File: src/rtl/inst_dispatch.sv
// inst_dispatch: per-channel instruction FIFOs issuing to peripherals when they report ready
module inst_dispatch #(
  parameter int CHANNELS   = 4,
  parameter int INST_WIDTH = 12,
  parameter int DEPTH      = 4,
  parameter int ADDR_WIDTH = 2
) (
  input  logic                           clock,
  input  logic                           reset,
  input  logic [INST_WIDTH-1:0]          inst,
  input  logic [CHANNELS-1:0]            inst_wen,
  input  logic [CHANNELS-1:0]            dev_ready,
  input  logic [CHANNELS-1:0]            overflow_clr,
  output logic [INST_WIDTH*CHANNELS-1:0] dev_inst,
  output logic [CHANNELS-1:0]            dev_inst_en,
  output logic [CHANNELS-1:0]            full,
  output logic [CHANNELS-1:0]            empty,
  output logic [CHANNELS-1:0]            overflow
);
  typedef enum logic {IDLE, HOLD} state_t;
  localparam logic [ADDR_WIDTH:0] full_cnt = (ADDR_WIDTH+1)'(DEPTH);
  genvar c;
  for (c = 0; c < CHANNELS; c++) begin : g_ch
    logic [INST_WIDTH-1:0] mem [DEPTH];
    logic [INST_WIDTH-1:0] out_q;
    logic [ADDR_WIDTH-1:0] rd_ptr, wr_ptr;
    logic [ADDR_WIDTH:0]   count;
    logic                  en_q, ovf_q, pop, push, drop;
    state_t                state;
    assign full[c]  = count == full_cnt;
    assign empty[c] = count == '0;
    assign pop  = state == IDLE && !empty[c] && dev_ready[c];
    // a full FIFO still accepts a write when the head leaves on the same edge
    assign push = inst_wen[c] && (!full[c] || pop);
    assign drop = inst_wen[c] && !push;
    assign dev_inst[c*INST_WIDTH +: INST_WIDTH] = out_q;
    assign dev_inst_en[c] = en_q;
    assign overflow[c]    = ovf_q;
    always_ff @(posedge clock)
      if (push) mem[wr_ptr] <= inst;
    always_ff @(posedge clock or posedge reset)
      if (reset) begin
        rd_ptr <= '0;
        wr_ptr <= '0;
        count  <= '0;
        out_q  <= '0;
        en_q   <= 1'b0;
        ovf_q  <= 1'b0;
        state  <= IDLE;
      end else begin
        if (push) wr_ptr <= wr_ptr + 1'b1;
        if (pop) rd_ptr <= rd_ptr + 1'b1;
        if (pop) out_q <= mem[rd_ptr];
        count <= count + {{ADDR_WIDTH{1'b0}}, push} - {{ADDR_WIDTH{1'b0}}, pop};
        ovf_q <= drop | (ovf_q & ~overflow_clr[c]);
        en_q  <= pop;
        state <= pop ? HOLD : IDLE;
      end
  end
endmodule

File: config.mk
export PLATFORM = sky130hd
export DESIGN_NAME = inst_dispatch
export DESIGN_NICKNAME = d
export VERILOG_FILES = /design/src/rtl/inst_dispatch.sv
export SDC_FILE = /design/constraint.sdc
export NUM_CORES = 1
export LEC_CHECK = 0
export CAP_MARGIN = 20
export CORE_MARGIN = 2
export CORE_UTILIZATION = 55
export DETAILED_ROUTE_END_ITERATION = 10
export PLACE_DENSITY_LB_ADDON = 0.05
export SYNTH_ARGS = -nofsm -noshare
export SYNTH_HDL_FRONTEND = slang
export SYNTH_SLANG_ARGS = --single-unit
File: constraint.sdc
create_clock -name clock -period 5.9 [get_ports clock]
set_clock_uncertainty 0.15 [all_clocks]
set_input_delay 1.18 -clock clock [delete_from_list [all_inputs] [get_ports clock]]
set_output_delay 1.18 -clock clock [all_outputs]
set_load 0.02 [all_outputs]
; Yosys cells after proc, flatten, opt, wreduce, memory -nomap -nowiden
; Memory sizes are Yosys's and may differ from the RTL's. A register that Yosys moved wholly into a read port is not among the register bits.
; Cells that the tools add are included.
[totals]
ff_bits = 40
mem_bits_rw = 192
inputBits = 26
output_inout_bits = 64
elab_cells = 112
memories = 4
[memory_table]
columns = name, words, width, read_ports, rd_clocked_by_memory_dff, wr, line_no
row1 = g_ch[0].mem, 4, 12, 1, 1, 1, 24  ; logic [INST_WIDTH-1:0] mem [DEPTH];
row2 = g_ch[1].mem, 4, 12, 1, 1, 1, 24
row3 = g_ch[2].mem, 4, 12, 1, 1, 1, 24
row4 = g_ch[3].mem, 4, 12, 1, 1, 1, 24
[op_classes]
n_addsub = 16
n_eq_ne = 4
muxes = 12
n_bitwise = 16
reduce_logical = 36
[op_table]
columns = op, count
row1 = "adder 2 x 1 -> 2 bit, second input constant", 8
row2 = logical AND 1 bit, 16
row3 = adder 3 x 1 -> 3 bit, 4
row4 = "equality test 3 bit, second input constant", 4
row5 = zero test 1 bit, 12
row6 = zero test 3 bit, 4
row7 = two-way mux 1 bit, 12
row8 = subtractor 3 x 1 -> 3 bit, 4
row9 = NOT 1 bit, 8
row10 = AND 1 bit, 4
row11 = logical OR 1 bit, 4
row12 = bitwise OR 1 bit, 4

; Longest topological paths before layout
[logic_depth]
ltp_word = 9
depth_mapped = 11
ltp_nobuf = 10

; Least setup slack after synthesis
; No wires, ideal clock.
[synth_path]
path_type = input port to flip-flop
from = input dev_ready[3]
to = register g_ch[3].count[2]
setup_ns = 0.123
t_arrival_ns = 3.049
t_required_ns = 5.627
slack_ns = 2.578
stages = 9
path_buffers = 2
path_cell_list = nor2b_1 > nor2b_1 > buf_2 > buf_6 > mux2_2 > ha_1 > fa_1 > xor2_1 > xnor2_1
[synth_via]
elab_chain_cells = 5
[synth_lines]
columns = item, line_no
row1 = start: declaration, 12  ; input logic [CHANNELS-1:0] dev_ready,
row2 = logical AND 1 bit *, 32  ; assign pop = state == IDLE && !empty[c] && dev_ready[c];
row3 = named net g_ch[3].pop, 28  ; logic en_q, ovf_q, pop, push, drop;
row4 = logical OR 1 bit, 34  ; assign push = inst_wen[c] && (!full[c] || pop);
row5 = logical AND 1 bit, 34
row6 = adder 3 x 1 -> 3 bit, 54  ; count <= count + {{ADDR_WIDTH{1'b0}}, push} - {{ADDR_WIDTH{1'b0}}, pop};
row7 = subtractor 3 x 1 -> 3 bit *, 54
row8 = end signal: assignment, 54
row9 = end: declaration, 27  ; logic [ADDR_WIDTH:0] count;
; Mark *: on every way through the listed nets, which the timed path passes. The rest lies on a longest branch.
; A chain may end at the register's enable or synchronous reset.

; Final worst setup path
[layout_path]
from = register g_ch[1].count[1]
to = output full[1]
[layout_via]
elab_chain_cells = 1
[layout_lines]
columns = item, line_no
row1 = start: declaration, 27
row2 = start signal: assignment, 54
row3 = equality test 3 bit, 30  ; assign full[c] = count == full_cnt;
row4 = end: declaration, 16  ; output logic [CHANNELS-1:0] full,
; Every way passes these cells.

==> results.sh <==
export IMPL_total_power_w=0.007216
export IMPL_finalCriticalPeriod_ps=3429
export IMPL_grt_antenna_before_repair=0
export IMPL_clock_insertion_delay_worst_skew_ps=530
export IMPL_syn_area_sq_um=10940
export IMPL_run_status="finished clean"
export IMPL_die_h_microns=145.1
export IMPL_drt_pass_1_iters=4
export IMPL_final_antenna_net_count=0
export IMPL_post_cts_setup_buffers=0
export IMPL_setup_tns_final_ps=0
export IMPL_post_synth_cell_area_avg_sq_um=20.69
export IMPL_routed_via_count=4889
export IMPL_synth_yosys_seq_area_share_pct=71.89
export IMPL_drt_iter0_markers=295
export IMPL_clkSlewWorstSetupHoldPaths_ps=60
export IMPL_tritoncts="built"
export IMPL_power_density_cell_area_nw_per_um2=553.6
export IMPL_layout_worst_path_cycle_share_pct=58.11
export IMPL_cts_root_buf="sky130_fd_sc_hd__clkbuf_16"
export IMPL_synth_main_ff_cell="sky130_fd_sc_hd__edfxtp_1"
export IMPL_final_nets=678
export IMPL_syn_inst=529
export IMPL_fp_row_count=51
export IMPL_power_static_leakage_nw=4.841
export IMPL_cts_path_max_buffers=3
export IMPL_hpwl_after_detailed_placement_microns=11400
export IMPL_startpoint_type="flip-flop"
export IMPL_cts_sinks=276
export IMPL_fp_coreArea_sq_um=19530
export IMPL_synth_edff_count=192
export IMPL_wl_per_cell_microns=20.49
export IMPL_floorplan_die_area_sq_um=21040
export IMPL_drt_drc_violations_left=0
export IMPL_worstPathRequired_ps=4570
export IMPL_max_cap_viol_count=0
export IMPL_timing_slew_headroom_pct=42.88
export IMPL_rsz0062_at_grt="false"
export IMPL_critical_path_endpoint_type="primary output"
export IMPL_grt_first_pass_wirelength_microns=29840
export IMPL_vdd_drop_max_uv=305.4
export IMPL_worst_ep_arrival_time_ps=2100
export IMPL_critical_path_slowest_cell="sky130_fd_sc_hd__clkdlybuf4s50_1"
export IMPL_io_pin_count=90
export IMPL_ys_types=24
export IMPL_first_global_vias=5353
export IMPL_grt_remaining_overflow=0
export IMPL_finalHoldViolCount=0
export IMPL_maxClockFrequency_mhz=291.7
export IMPL_global_route_usage_total_pct=18.22
export IMPL_largest_net_degree_at_the_start_of_global_routing=44
export IMPL_viasPerCell=5.349
export IMPL_tritoncts_num_buffers=29
export IMPL_critical_path_class="reg2out"
export IMPL_yosys_register_bits=276
export IMPL_critical_path_peak_fanout=4
export IMPL_async_set_or_reset_register_ratio_after_synthesis_pct=30.43
export IMPL_detail_route_wirelength_microns=18730
export IMPL_share_of_post_route_cells_with_drive_strength_above_1_pct=25.58
export IMPL_antennaDiodeCount=0
export IMPL_initial_cell_density_of_the_core_pct=56.05
export IMPL_layout_area_overhead_vs_synth_pct=19.12
export IMPL_max_stage_delay_ps=600
export IMPL_cts_max_level=1
export IMPL_port_buffers=89
export IMPL_placer_congestion=0.7121
export IMPL_hold_path_class="reg2reg"
export IMPL_die_w_microns=145.1
export IMPL_final_max_slew_violation_count=0
export IMPL_syn_num_nets=581
export IMPL_ys_warn_count=0
export IMPL_timing_final_setup_violations=0
export IMPL_tightestPinTransition_ps=856.8
export IMPL_post_cts_resized_instances=0
export IMPL_cts_hold_buffers=0
export IMPL_path_cells="or3b_1, inv_1, clkdlybuf4s50_1"
## cells by family after synthesis
group                    share of synthesized area [%]
buffers and inverters                            3.315
multiplexers                                     16.67
AND/OR/NAND/NOR                                  2.470
adder cells (fa/ha/maj)                          3.247
AO/OA/AOI/OAI                                   0.8117
XOR/XNOR                                         1.601
flip-flops                                       71.89
## cell type report
type,instances,area (sq um)
fillers,1322,6490
multi-input cells,194,2714
flip-flops and latches,276,7868
inverters,31,117.6
clock buffers,35,778.2
repair buffers,94,928.4
clock inverters,19,299.0
well taps,265,331.6
## power breakdown
group	leakage, nW	switching [W]	total (W)	internal, W
Sequential	2.75	0.000419	0.00309	0.00267
Combinational	1.58	0.000932	0.00214	0.00120
Clock	0.509	0.000738	0.00199	0.00125
Total	4.84	0.00209	0.00722	0.00513
## synth_stat cells (8+ instances only)
cell | instances | share of area (%)
sky130_fd_sc_hd__edfxtp_1 | 192 | 53
sky130_fd_sc_hd__buf_2 | 8 | 0.37
sky130_fd_sc_hd__buf_4 | 9 | 0.62
sky130_fd_sc_hd__dfrtp_1 | 84 | 19
sky130_fd_sc_hd__ha_1 | 22 | 2.5
sky130_fd_sc_hd__mux2_4 | 36 | 4.9
sky130_fd_sc_hd__xor2_1 | 11 | 0.88
sky130_fd_sc_hd__mux2_2 | 18 | 1.9
sky130_fd_sc_hd__inv_1 | 31 | 1.1
sky130_fd_sc_hd__mux4_2 | 48 | 9.9
sky130_fd_sc_hd__and2_1 | 16 | 0.91
sky130_fd_sc_hd__nor2b_1 | 8 | 0.46
sky130_fd_sc_hd__xnor2_1 | 9 | 0.72
## state kept, by name, indices dropped and copies added (netlist names)
signal and flops:
g_ch.mem 192, g_ch.out_q 48, g_ch.count 12, g_ch.rd_ptr 8
g_ch.wr_ptr 8, g_ch.en_q 4, g_ch.ovf_q 4
## worst max-delay path, delay by kind of cell (launching register included)
family | cells | cell delay, ps
buffers and inverters | 2 | 670
flip-flops | 1 | 450
AND/OR/NAND/NOR | 1 | 460
## routing by layer
layer	track usage, %	share of wire, %
met5	0	0
met1	25.11	43
met4	4.167	1.7
met2	31.14	51
met3	2.925	4.3
## path summary, 6_finish.rpt
path	end	cells after the start	slack, ps	start
worst min register to register	g_ch[2].out_q[11]	1	350	g_ch[2].out_q[11]
worst min-delay path	g_ch[2].out_q[11]	1	350	g_ch[2].out_q[11]
worst max-delay path	full[1]	3	2470	g_ch[1].count[1]
min in group asynchronous	g_ch[3].wr_ptr[1]	2	930	reset
max in group asynchronous	g_ch[1].rd_ptr[0]	3	3620	reset
worst max register to register	g_ch[3].count[2]	8	3290	g_ch[3].en_q
## metrics by stage
| step | util (%) | instances | area [sq um] | worst slack (ps) | hold slack (ps) |
|---|---|---|---|---|---|
| 4_1_cts | 66.76 | 914 | 13040 | 2448 | 357.7 |
| 5_1_grt | 66.76 | 914 | 13040 | 2395 | 373.1 |
| 2_1_floorplan | - | 529 | 10940 | 2405 | 328.7 |
| 3_3_place_gp | 61.25 | 860 | 11960 | 2130 | 342.8 |
| 6_report | 66.76 | 914 | 13040 | 2471 | 353.8 |
| 3_5_place_dp | 61.25 | 860 | 11960 | 2005 | 342.4 |
## cell usage in the layout (no fill, tap or decap), types with 5 or more instances in the layout
cell type,n
sky130_fd_sc_hd__edfxtp_1,192
sky130_fd_sc_hd__clkdlybuf4s50_1,89
sky130_fd_sc_hd__dfrtp_1,84
sky130_fd_sc_hd__mux4_2,48
sky130_fd_sc_hd__mux2_4,36
sky130_fd_sc_hd__inv_1,30
sky130_fd_sc_hd__clkbuf_16,29
sky130_fd_sc_hd__ha_1,22
sky130_fd_sc_hd__mux2_2,18
sky130_fd_sc_hd__and2_1,16
sky130_fd_sc_hd__xor2_1,11
sky130_fd_sc_hd__xnor2_1,9
sky130_fd_sc_hd__nor2b_1,8
sky130_fd_sc_hd__bufinv_16,7
sky130_fd_sc_hd__clkinvlp_4,5
sky130_fd_sc_hd__buf_4,5
No activity file was read; power rests on OpenSTA's default activity.
